## src/rtl/imem_loader_pkg.sv

```systemverilog
`default_nettype none
// +--------------------------------------------------------------------------+
// | Module      : imem_loader_pkg                                            |
// | Description : Shared types and constants for the instruction-memory      |
// |               program loader (FSM state encoding, frame geometry).       |
// | Revision    : 1.0 - initial release                                      |
// +--------------------------------------------------------------------------+
package imem_loader_pkg;

  // Frame header is LEN_LO followed by LEN_HI.
  localparam int FRAME_HDR_BYTES = 2;
  // Instruction words are assembled from four little-endian bytes.
  localparam int BYTES_PER_WORD  = 4;

  typedef enum logic [2:0] {
    ST_IDLE   = 3'd0,
    ST_LEN_LO = 3'd1,
    ST_LEN_HI = 3'd2,
    ST_DATA   = 3'd3,
    ST_CSUM   = 3'd4,
    ST_DONE   = 3'd5,
    ST_ERR    = 3'd6
  } loader_state_t;

endpackage
`default_nettype wire

```

## src/rtl/imem_loader_word_packer.sv

```systemverilog
`default_nettype none
// +--------------------------------------------------------------------------+
// | Module      : loader_word_packer                                         |
// | Description : Packs accepted data bytes into 32-bit little-endian words  |
// |               and keeps the running XOR of every data byte.              |
// | Ports       : clk, rst_n      - clock, async active-low reset            |
// |               clear_i         - restart packing for a new frame          |
// |               byte_vld_i      - data byte accepted this cycle            |
// |               byte_i          - the accepted byte                        |
// |               word_o          - assembled word {b3,b2,b1,b0} (valid with |
// |                                 word_done_o)                             |
// |               word_done_o     - 4th byte of a word accepted this cycle   |
// |               csum_o          - XOR of all data bytes since clear        |
// | Revision    : 1.0 - initial release                                      |
// +--------------------------------------------------------------------------+
module loader_word_packer
  import imem_loader_pkg::*;
(
  input  logic        clk,
  input  logic        rst_n,
  input  logic        clear_i,
  input  logic        byte_vld_i,
  input  logic [7:0]  byte_i,
  output logic [31:0] word_o,
  output logic        word_done_o,
  output logic [7:0]  csum_o
);

  localparam logic [1:0] c_LAST_BYTE = 2'(BYTES_PER_WORD - 1);

  logic [1:0]  cnt_q,   cnt_d;
  // Only the first three bytes need storage; the fourth is taken straight
  // from the input so the word is complete in the same cycle it arrives.
  logic [23:0] shift_q, shift_d;
  logic [7:0]  xor_q,   xor_d;

  always_comb begin
    cnt_d   = cnt_q;
    shift_d = shift_q;
    xor_d   = xor_q;
    if (clear_i) begin
      cnt_d   = 2'd0;
      shift_d = 24'd0;
      xor_d   = 8'd0;
    end else if (byte_vld_i) begin
      cnt_d   = cnt_q + 2'd1;
      shift_d = {byte_i, shift_q[23:8]};
      xor_d   = xor_q ^ byte_i;
    end
  end

  always_ff @(posedge clk or negedge rst_n) begin
    if (!rst_n) begin
      cnt_q   <= 2'd0;
      shift_q <= 24'd0;
      xor_q   <= 8'd0;
    end else begin
      cnt_q   <= cnt_d;
      shift_q <= shift_d;
      xor_q   <= xor_d;
    end
  end

  assign word_o      = {byte_i, shift_q};
  assign word_done_o = byte_vld_i && !clear_i && (cnt_q == c_LAST_BYTE);
  assign csum_o      = xor_q;

endmodule
`default_nettype wire

```

## src/rtl/imem_loader.sv

```systemverilog
`default_nettype none
// +--------------------------------------------------------------------------+
// | Module      : imem_loader                                                |
// | Description : Loads a framed byte stream (LEN_LO, LEN_HI, 4*N data bytes,|
// |               XOR checksum) into instruction memory and holds the CPU    |
// |               until an image has loaded with a good checksum.            |
// | Ports       : clk, rst_n             - clock, async active-low reset     |
// |               start_i                - begin a load (IDLE/DONE/ERR only) |
// |               rx_valid_i, rx_data_i  - byte stream in                    |
// |               rx_ready_o             - byte accepted when valid & ready  |
// |               mem_we_o/waddr_o/wdata_o - instruction memory write port   |
// |               cpu_hold_o             - pipeline stall request            |
// |               busy_o                 - load in progress                  |
// |               done_o, error_o        - sticky result of last load        |
// | Revision    : 1.0 - initial release                                      |
// +--------------------------------------------------------------------------+
module imem_loader
  import imem_loader_pkg::*;
#(
  parameter int ADDR_WIDTH = 8
) (
  input  logic                  clk,
  input  logic                  rst_n,
  input  logic                  start_i,
  input  logic                  rx_valid_i,
  input  logic [7:0]            rx_data_i,
  output logic                  rx_ready_o,
  output logic                  mem_we_o,
  output logic [ADDR_WIDTH-1:0] mem_waddr_o,
  output logic [31:0]           mem_wdata_o,
  output logic                  cpu_hold_o,
  output logic                  busy_o,
  output logic                  done_o,
  output logic                  error_o
);

  // Largest legal word count: the whole memory.
  localparam logic [16:0] c_MAX_WORDS = 17'd1 << ADDR_WIDTH;

  loader_state_t state_q, state_d;

  logic [7:0]            len_lo_q;
  logic [15:0]           rem_q;        // words still to be written
  logic [ADDR_WIDTH-1:0] widx_q;       // index of the next word to write
  logic                  mem_we_q;
  logic [ADDR_WIDTH-1:0] mem_waddr_q;
  logic [31:0]           mem_wdata_q;

  logic        w_idle_like;
  logic        w_start;
  logic        w_accept;
  logic        w_data_byte;
  logic [15:0] w_len;
  logic [31:0] w_word;
  logic        w_word_done;
  logic [7:0]  w_csum;

  assign w_idle_like = (state_q == ST_IDLE) || (state_q == ST_DONE) ||
                       (state_q == ST_ERR);
  // Gated by rst_n so a start held during reset cannot raise cpu_hold.
  assign w_start     = start_i && w_idle_like && rst_n;
  assign w_accept    = rx_valid_i && rx_ready_o;
  assign w_data_byte = w_accept && (state_q == ST_DATA);
  assign w_len       = {rx_data_i, len_lo_q};

  loader_word_packer u_packer (
    .clk         (clk),
    .rst_n       (rst_n),
    .clear_i     (w_start),
    .byte_vld_i  (w_data_byte),
    .byte_i      (rx_data_i),
    .word_o      (w_word),
    .word_done_o (w_word_done),
    .csum_o      (w_csum)
  );

  // State register
  always_ff @(posedge clk or negedge rst_n) begin
    if (!rst_n) begin
      state_q <= ST_IDLE;
    end else begin
      state_q <= state_d;
    end
  end

  // Next-state logic
  always_comb begin
    state_d = state_q;
    case (state_q)
      ST_IDLE, ST_DONE, ST_ERR: begin
        if (w_start) state_d = ST_LEN_LO;
      end
      ST_LEN_LO: begin
        if (w_accept) state_d = ST_LEN_HI;
      end
      ST_LEN_HI: begin
        if (w_accept) begin
          // Rejecting oversize images here means the word index can never
          // wrap, since no write has been issued yet.
          if ({1'b0, w_len} > c_MAX_WORDS) state_d = ST_ERR;
          else if (w_len == 16'd0)         state_d = ST_CSUM;
          else                             state_d = ST_DATA;
        end
      end
      ST_DATA: begin
        if (w_word_done && (rem_q == 16'd1)) state_d = ST_CSUM;
      end
      ST_CSUM: begin
        if (w_accept) state_d = (rx_data_i == w_csum) ? ST_DONE : ST_ERR;
      end
      default: state_d = ST_IDLE;
    endcase
  end

  // Outputs; cpu_hold rises combinationally with an honoured start and is
  // then carried by the state until DONE.
  always_comb begin
    rx_ready_o = 1'b0;
    busy_o     = 1'b0;
    done_o     = 1'b0;
    error_o    = 1'b0;
    cpu_hold_o = w_start;
    case (state_q)
      ST_LEN_LO, ST_LEN_HI, ST_DATA, ST_CSUM: begin
        rx_ready_o = 1'b1;
        busy_o     = 1'b1;
        cpu_hold_o = 1'b1;
      end
      ST_DONE: done_o = 1'b1;
      ST_ERR: begin
        error_o    = 1'b1;
        cpu_hold_o = 1'b1;
      end
      default: ;
    endcase
  end

  // Length capture, word addressing and the registered write port.
  always_ff @(posedge clk or negedge rst_n) begin
    if (!rst_n) begin
      len_lo_q    <= 8'd0;
      rem_q       <= 16'd0;
      widx_q      <= '0;
      mem_we_q    <= 1'b0;
      mem_waddr_q <= '0;
      mem_wdata_q <= 32'd0;
    end else begin
      mem_we_q <= w_word_done;
      if ((state_q == ST_LEN_LO) && w_accept) len_lo_q <= rx_data_i;
      if ((state_q == ST_LEN_HI) && w_accept) rem_q    <= w_len;
      if (w_start) begin
        widx_q <= '0;
      end else if (w_word_done) begin
        widx_q      <= widx_q + 1'b1;
        rem_q       <= rem_q - 16'd1;
        mem_waddr_q <= widx_q;
        mem_wdata_q <= w_word;
      end
    end
  end

  assign mem_we_o    = mem_we_q;
  assign mem_waddr_o = mem_waddr_q;
  assign mem_wdata_o = mem_wdata_q;

endmodule
`default_nettype wire
```

## config.mk

```make
export PLATFORM = sky130hd
export DESIGN_NAME = imem_loader
export DESIGN_NICKNAME = d
export VERILOG_FILES = /design/src/rtl/imem_loader_pkg.sv /design/src/rtl/imem_loader_word_packer.sv /design/src/rtl/imem_loader.sv
export SDC_FILE = /design/constraint.sdc
export NUM_CORES = 1
export LEC_CHECK = 0
export CAP_MARGIN = 20
export CORE_ASPECT_RATIO = 1.1
export CORE_UTILIZATION = 55
export DETAILED_ROUTE_END_ITERATION = 10
export GPL_TIMING_DRIVEN = 0
export MAX_ROUTING_LAYER = met4
export PLACE_DENSITY = 0.78
export SYNTH_ARGS = -nofsm -noshare
export SYNTH_HDL_FRONTEND = slang
export SYNTH_SLANG_ARGS = --single-unit
```

## constraint.sdc

```tcl
create_clock -name clk -period 6.4 [get_ports clk]
set_input_delay 0.64 -clock clk [delete_from_list [all_inputs] [get_ports clk]]
set_output_delay 0.64 -clock clk [all_outputs]
set_load 0.01 [all_outputs]
```

==> out/summary.txt, run 1 <==
Routed WL per cell: 15.7 µm
Synthesis-stage register bit count: 110
H-tree depth: 3
CP delay by family, top: buffers and inverters
Cells after Synth: 567
Post-place setup slack: 2.60 ns
Die height: 103 µm
Final #Nets: 651
Worst Tran Pin Value: 0.729 ns
Peak supply drop: 0.184 mV
R2r startpoint: state_q[2]$_DFFE_PN0P_
Startpoint types: input port
Ratio of cells with drive above 1 in the final layout: 0.0641
CP Capture Type: primary output
Netlist cell types: 53
Via count: 4282
Vias in the first global route: 3819
PostCTS Resize Cnt: 0
Largest net degree at the start of global routing: 58
Worst Path Required: 5.76 ns
Fin crit share: 0.586
Post-synthesis cell area: 5060 µm²
Leakage: 2.71 nW
1st-pass router iterations: 5
Clk root buf: clkbuf_8
R2R Setup Slk: 3.96 ns
Placed cell area: 5790 µm²
Worst hold slack: 0.317 ns
CTS tree: done
DP Cell Count: 738
R2R depth: 9
Max incr delay on CP: 0.56 ns
Footprint of the multi-input gates: 2090 µm²
Synth warn: 0
Post-synth ARST share: 1.00
Clock Sink Count: 110
Total setup buffers inserted after CTS: 0
Worst Setup SP: rst_n
Antenna Cells: 0
Post-synth net total: 583
Inserted Clock Buffers: 9
Endpoints failing hold: 0
Fmax achieved: 0.267 GHz
Hpwl dp: 8380 µm
WL final: 11900 µm
Fin. max-slew vios: 0
Gpl congestion: 0.892
Slew HR: 0.514
Max_cap viols: 0
# fillers: 742
Skew final: 0.0123 ns
Final worst slack: 2.65 ns
Buf+Inv Stages, Crit Path: 4
Seq/Total Area, Yosys: 0.544
Detail Route Antenna Nets: 0
Hold Buf Count CTS: 0
DR iter-0 viols: 235
Core Footprint: 8870 µm²
Setup_tns: 0 ns
Antenna violations before repair: 0
Initial Util: 0.570
Setup CP Type: in -> out
Top_reg_cell synth: dfrtp_1
Worst path arrival time: 3.11 ns
Area growth syn-to-layout: 18.0%
DR vias/cell: 5.68
GRT Util Overall: 0.269
Final setup fails: 0
Hold crit path type: in -> async
Clk slew on worst S/H paths: 0.10 ns
Min Tclk post-route: 3.75 ns
Run status: finished clean
Port Buffers: 56
Die ar.: 9590 µm²
Clock tree buffer depth: 2
Crit-path cells: buf_4, and2_1, and2_1, clkbuf_1, clkbuf_1, a21o_1, clkdlybuf4s50_1
Core Rows: 36
Number of flops mapped to enable cells by yosys: 0
First-pass GRT wire length: 19100 µm
Non-filler cells, final: 754
CP max stage cell: buf_4
R2r endpoint: mem_wdata_o[26]$_DFFE_PN0P_
Post-Syn Area per Cell: 8.92 µm²
Register area: 2750 µm²
Io pins: 58
Die width: 93.5 µm
Worst-Skew Late Latency: 0.38 ns
P per Cell Area: 408 nW/µm²
Residual DRC: 0
Post-route cell area: 5970 µm²
GR Overflow Total: 0
Critical-path maximum fanout: 57
RSZ-0062 raised after global routing: false
-- worst max-delay path by stage --
stage,depth (start not counted),endpoint
floorplan,7,cpu_hold_o
global placement,7,cpu_hold_o
detailed placement,7,cpu_hold_o
CTS,7,cpu_hold_o
global route,7,cpu_hold_o
finish,7,cpu_hold_o
-- sequential cells by signal (all words and copies together), names as in the netlist, 2 cells and up --
register and count:
u_packer.shift_q 24, len_lo_q 8, state_q 3, rem_q 16, mem_wdata_o 32, u_packer.csum_o 8
u_packer.cnt_q 2, widx_q 8, mem_waddr_o 8
-- per-stage QoR --
step | total power, W | util
6_report | 0.00244 | 0.673
5_1_grt | 0.00261 | 0.673
4_1_cts | 0.00244 | 0.673
3_5_place_dp | 0.00204 | 0.652
3_3_place_gp | 0.00201 | 0.649
2_1_floorplan | 0.00169 | -
-- worst register-to-register path, delay by kind of cell (launching register included) --
kind	cells	cell delay, ns
DFF	1	0.38
and+or+nand+nor	4	0.57
buffers and inverters	5	1.43
-- synthesized netlist by cell type (3+ instances only) --
| cell | number | area (µm²) |
|---|---|---|
| nor4_1 | 4 | 25.0 |
| a21oi_1 | 14 | 70.1 |
| xor2_1 | 3 | 26.3 |
| o22ai_1 | 6 | 37.5 |
| buf_6 | 3 | 33.8 |
| dfrtp_1 | 110 | 2750 |
| o21ai_0 | 59 | 295 |
| and3_1 | 4 | 25.0 |
| clkbuf_1 | 24 | 90.1 |
| nor3_1 | 10 | 50.1 |
| xnor2_1 | 9 | 78.8 |
| nor3b_1 | 3 | 22.5 |
| nand3_1 | 6 | 30.0 |
| nand4_1 | 6 | 37.5 |
| a311oi_1 | 4 | 35.0 |
| ha_1 | 4 | 50.1 |
| o41ai_1 | 5 | 43.8 |
| nand2_1 | 193 | 724 |
| a31oi_1 | 3 | 18.8 |
| inv_1 | 12 | 45.0 |
| nor2_1 | 32 | 120 |
| nand2b_1 | 5 | 31.3 |
| a211oi_1 | 4 | 30.0 |
| mux2_2 | 7 | 78.8 |
-- layout make-up --
class | instances | area share
clock buffers | 10 | 0.0214
clock inverters | 6 | 0.00901
plain buffers | 32 | 0.0281
flip-flops and latches | 110 | 0.461
inverters | 13 | 0.00817
repair buffers | 57 | 0.0981
multi-input cells | 412 | 0.350
well taps | 114 | 0.0239
-- cells in the final DEF, fill, tap and decap left out, types with 2 or more instances in the layout --
master / synthesis / layout
nand2_1: 193 / 193
dfrtp_1: 110 / 110
o21ai_0: 59 / 59
clkdlybuf4s50_1: 0 / 55
nor2_1: 32 / 32
clkbuf_1: 24 / 25
a21oi_1: 14 / 14
inv_1: 12 / 12
clkbuf_8: 2 / 11
nor3_1: 10 / 10
xnor2_1: 9 / 9
mux2_2: 7 / 7
nand3_1: 6 / 6
o22ai_1: 6 / 6
nand4_1: 6 / 6
o41ai_1: 5 / 5
nand2b_1: 5 / 5
a311oi_1: 4 / 4
nor4_1: 4 / 4
and3_1: 4 / 4
a211oi_1: 4 / 4
ha_1: 4 / 4
buf_6: 3 / 3
nor3b_1: 3 / 3
xor2_1: 3 / 3
a31oi_1: 3 / 3
inv_6: 0 / 3
or4_4: 2 / 2
a22o_1: 2 / 2
or2_2: 2 / 2
or3_1: 2 / 2
nand3b_1: 2 / 2
or4_1: 2 / 2
and2_1: 2 / 2
buf_4: 1 / 2
-- cells by family after synthesis --
group                    synth area share
AO/OA/AOI/OAI                       0.123
XOR/XNOR                           0.0208
adder cells (fa/ha/maj)           0.00989
buffers and inverters              0.0428
flip-flops                          0.544
multiplexers                       0.0176
AND/OR/NAND/NOR                     0.242
-- metal layers --
layer	wire length, µm	track usage	vias up	share of wire
met5	0	-	-	0
met1	5320	0.357	2087	0.45
met4	144	0.0675	0	0.012
met2	5850	0.432	133	0.49
met3	541	0.0479	18	0.046
li1	-	-	2044	-
-- where the power goes --
group | leakage [nW] | internal, W | switching, W
Clock | 0.0898 | 0.000150 | 0.000250
Combinational | 1.18 | 0.000425 | 0.000458
Sequential | 1.43 | 0.000943 | 0.000210
(Power assumes the default switching activity.)
==> run 2, diff against run 1 <==
==> constraint.sdc (replaced) <==
create_clock -name clk -period 3.77 [get_ports clk]
set_input_delay 0.377 -clock clk [delete_from_list [all_inputs] [get_ports clk]]
set_output_delay 0.377 -clock clk [all_outputs]
set_load 0.01 [all_outputs]
==> results of run 2 <==
Same layout as run 1 (identical final DEF). Status: finished clean.
Among the figures that moved: setup slack after placement 2.60 ns -> 0.493 ns; setup slack after layout 2.65 ns -> 0.537 ns; hold slack 0.317 ns -> 0.0543 ns; start point of the critical path rst_n -> state_q[0]$_DFFE_PN0P_; register-to-register setup slack 3.96 ns -> 1.33 ns; total power 0.00244 W -> 0.00414 W; worst IR drop on VDD 0.184 mV -> 0.312 mV
==> run 3, diff against run 2 <==
--- a/config.mk
+++ b/config.mk
@@ -8,10 +8,12 @@
 export CAP_MARGIN = 20
 export CORE_ASPECT_RATIO = 1.1
 export CORE_UTILIZATION = 55
+export CTS_CLUSTER_SIZE = 8
 export DETAILED_ROUTE_END_ITERATION = 10
 export GPL_TIMING_DRIVEN = 0
 export MAX_ROUTING_LAYER = met4
 export PLACE_DENSITY = 0.78
+export SLEW_MARGIN = 10
 export SYNTH_ARGS = -nofsm -noshare
 export SYNTH_HDL_FRONTEND = slang
 export SYNTH_SLANG_ARGS = --single-unit
==> out/summary.txt, run 3 (synthesis gave the netlist of run 1 again) <==
Clock tree buffer depth: 2 (unchanged)
Endpoints failing hold: 0 (unchanged)
Detail Route Antenna Nets: 0 (unchanged)
Die width: 93.5 µm (unchanged)
Clk root buf: clkbuf_8 (unchanged)
Skew final: 0.0153 ns (was 0.0123 ns)
DR vias/cell: 5.68 (about the same)
WL final: 11800 µm (was 11900 µm)
Core Footprint: 8870 µm² (unchanged)
Final setup fails: 0 (unchanged)
Leakage: 2.71 nW (about the same)
R2r endpoint: mem_wdata_o[3]$_DFFE_PN0P_ (was mem_wdata_o[26]$_DFFE_PN0P_)
Clk slew on worst S/H paths: 0.11 ns (was 0.10 ns)
RSZ-0062 raised after global routing: false (unchanged)
CP Capture Type: primary output (unchanged)
Hold crit path type: in -> async (unchanged)
Port Buffers: 56 (unchanged)
Setup CP Type: in -> out (was reg -> out)
Hpwl dp: 8270 µm (was 8380 µm)
R2r startpoint: state_q[2]$_DFFE_PN0P_ (unchanged)
Worst Tran Pin Value: 0.620 ns (was 0.729 ns)
Post-route cell area: 5980 µm² (was 5970 µm²)
Register area: 2750 µm² (unchanged)
Largest net degree at the start of global routing: 85 (was 58)
Worst-Skew Late Latency: 0.38 ns (about the same)
Fin. max-slew vios: 0 (unchanged)
R2R depth: 9 (unchanged)
Via count: 4286 (was 4282)
Slew HR: 0.587 (was 0.514)
Footprint of the multi-input gates: 2090 µm² (unchanged)
Vias in the first global route: 3894 (was 3819)
Crit-path cells: dlygate4sd3_1, buf_6, and2_1, and2_1, clkbuf_1, clkbuf_1, a21o_1, clkdlybuf4s50_1 (was and2b_2, a22o_1, and2_1, clkbuf_1, clkbuf_1, a21o_1, clkdlybuf4s50_1)
Worst path arrival time: 3.06 ns (was 2.86 ns)
Startpoint types: input port (was register)
DR iter-0 viols: 250 (was 235)
H-tree depth: 3 (unchanged)
# fillers: 731 (was 742)
GRT Util Overall: 0.267 (was 0.269)
GR Overflow Total: 0 (unchanged)
Post-Route Utilization: 0.674 (was 0.673)
Worst Path Required: 3.39 ns (about the same)
Initial Util: 0.570 (unchanged)
Gpl congestion: 0.892 (unchanged)
CP max stage cell: dlygate4sd3_1 (was clkdlybuf4s50_1)
Commonest non-fill, non-tap cell in the layout: nand2_1 (unchanged)
Routed WL per cell: 15.6 µm (was 15.7 µm)
Fmax achieved: 0.291 GHz (was 0.309 GHz)
Fin crit share: 0.910 (was 0.858)
Critical-path maximum fanout: 28 (was 10)
Max_cap viols: 0 (unchanged)
Final #Nets: 652 (was 651)
P per Cell Area: 691 nW/µm² (was 693 nW/µm²)
1st-pass router iterations: 5 (unchanged)
Antenna violations before repair: 0 (unchanged)
CTS tree: done (unchanged)
Die ar.: 9590 µm² (unchanged)
Hold Buf Count CTS: 1 (was 0)
Min Tclk post-route: 3.43 ns (was 3.23 ns)
Most frequent cells in the layout: nand2_1 (193), dfrtp_1 (110), o21ai_0 (59) (unchanged)
Peak supply drop: 0.356 mV (was 0.312 mV)
Core Rows: 36 (unchanged)
Antenna Cells: 0 (unchanged)
Max FFs per register: 32 (unchanged)
Io pins: 58 (unchanged)
R2R Setup Slk: 1.34 ns (was 1.33 ns)
Residual DRC: 0 (unchanged)
First-pass GRT wire length: 19200 µm (was 19100 µm)
Total setup buffers inserted after CTS: 0 (unchanged)
PostCTS Resize Cnt: 0 (unchanged)
Clock Sink Count: 110 (unchanged)
Inserted Clock Buffers: 9 (unchanged)
Placed cell area: 5790 µm² (about the same)
Max incr delay on CP: 0.54 ns (about the same)
Ratio of cells with drive above 1 in the final layout: 0.0640 (was 0.0641)
Area growth syn-to-layout: 18.2% (was 18.0%)
Die height: 103 µm (unchanged)
Run status: finished clean (unchanged)
run 3: cell count changes in the layout (fill, tap and decap cells not counted), sizes merged:
| cell | previous run | this run |
|---|---|---|
| clkinvlp | 1 | 2 |
| dlygate4sd3 | 0 | 1 |
| inv | 17 | 16 |
run 3: how the worst max path moves through the flow:
stage               slack, ns                      to          startpoint
floorplan                1.64  state_q[0]$_DFFE_PN0P_  rem_q[8]$_DFF_PN0_
global placement        -3.11              cpu_hold_o               rst_n
detailed placement       0.76              cpu_hold_o             start_i
CTS                      0.31              cpu_hold_o               rst_n
global route             0.17              cpu_hold_o               rst_n
finish                   0.34              cpu_hold_o               rst_n
run 3: layout make-up:
cell class                      count  area share
Buffer                             32      0.0280
Clock buffer                       10      0.0213
Clock inverter                      6     0.00878
Inverter                           13     0.00816
Multi-Input combinational cell    412       0.350
Sequential cell                   110       0.460
Tap cell                          114      0.0238
Timing Repair Buffer               58       0.100
run 3: critical path, delay by kind of cell:
kind	cells	cell delay, ns
AOI/OAI and AO/OA	1	0.14
buffers and inverters	5	2.08
and+or+nand+nor	2	0.45
run 3: stage by stage:
stage | hold WS (ns) | TNS, ns | power (W) | instances | setup WS (ns)
global route | 0.430 | 0 | 0.00442 | 755 | 0.172
detailed placement | 0.264 | 0 | 0.00347 | 738 | 0.763
global placement | 0.453 | -292.52 | 0.00341 | 737 | -3.11
CTS | 0.409 | 0 | 0.00414 | 755 | 0.305
finish | 0.420 | 0 | 0.00413 | 755 | 0.338
floorplan | 0.0814 | 0 | 0.00287 | 567 | 1.64
run 3: routing by layer:
metal / wire length (µm) / track usage / vias up
met4: 235 / 0.0769 / 0
met2: 5730 / 0.425 / 126
met3: 621 / 0.0546 / 23
met5: 0 / - / -
li1: - / - / 2051
met1: 5200 / 0.350 / 2086
run 3: power by group:
group / internal, W / total, W / switching (W)
clock: 0.000252 / 0.000673 / 0.000421
sequential: 0.00160 / 0.00196 / 0.000355
combinational: 0.000724 / 0.00150 / 0.000779
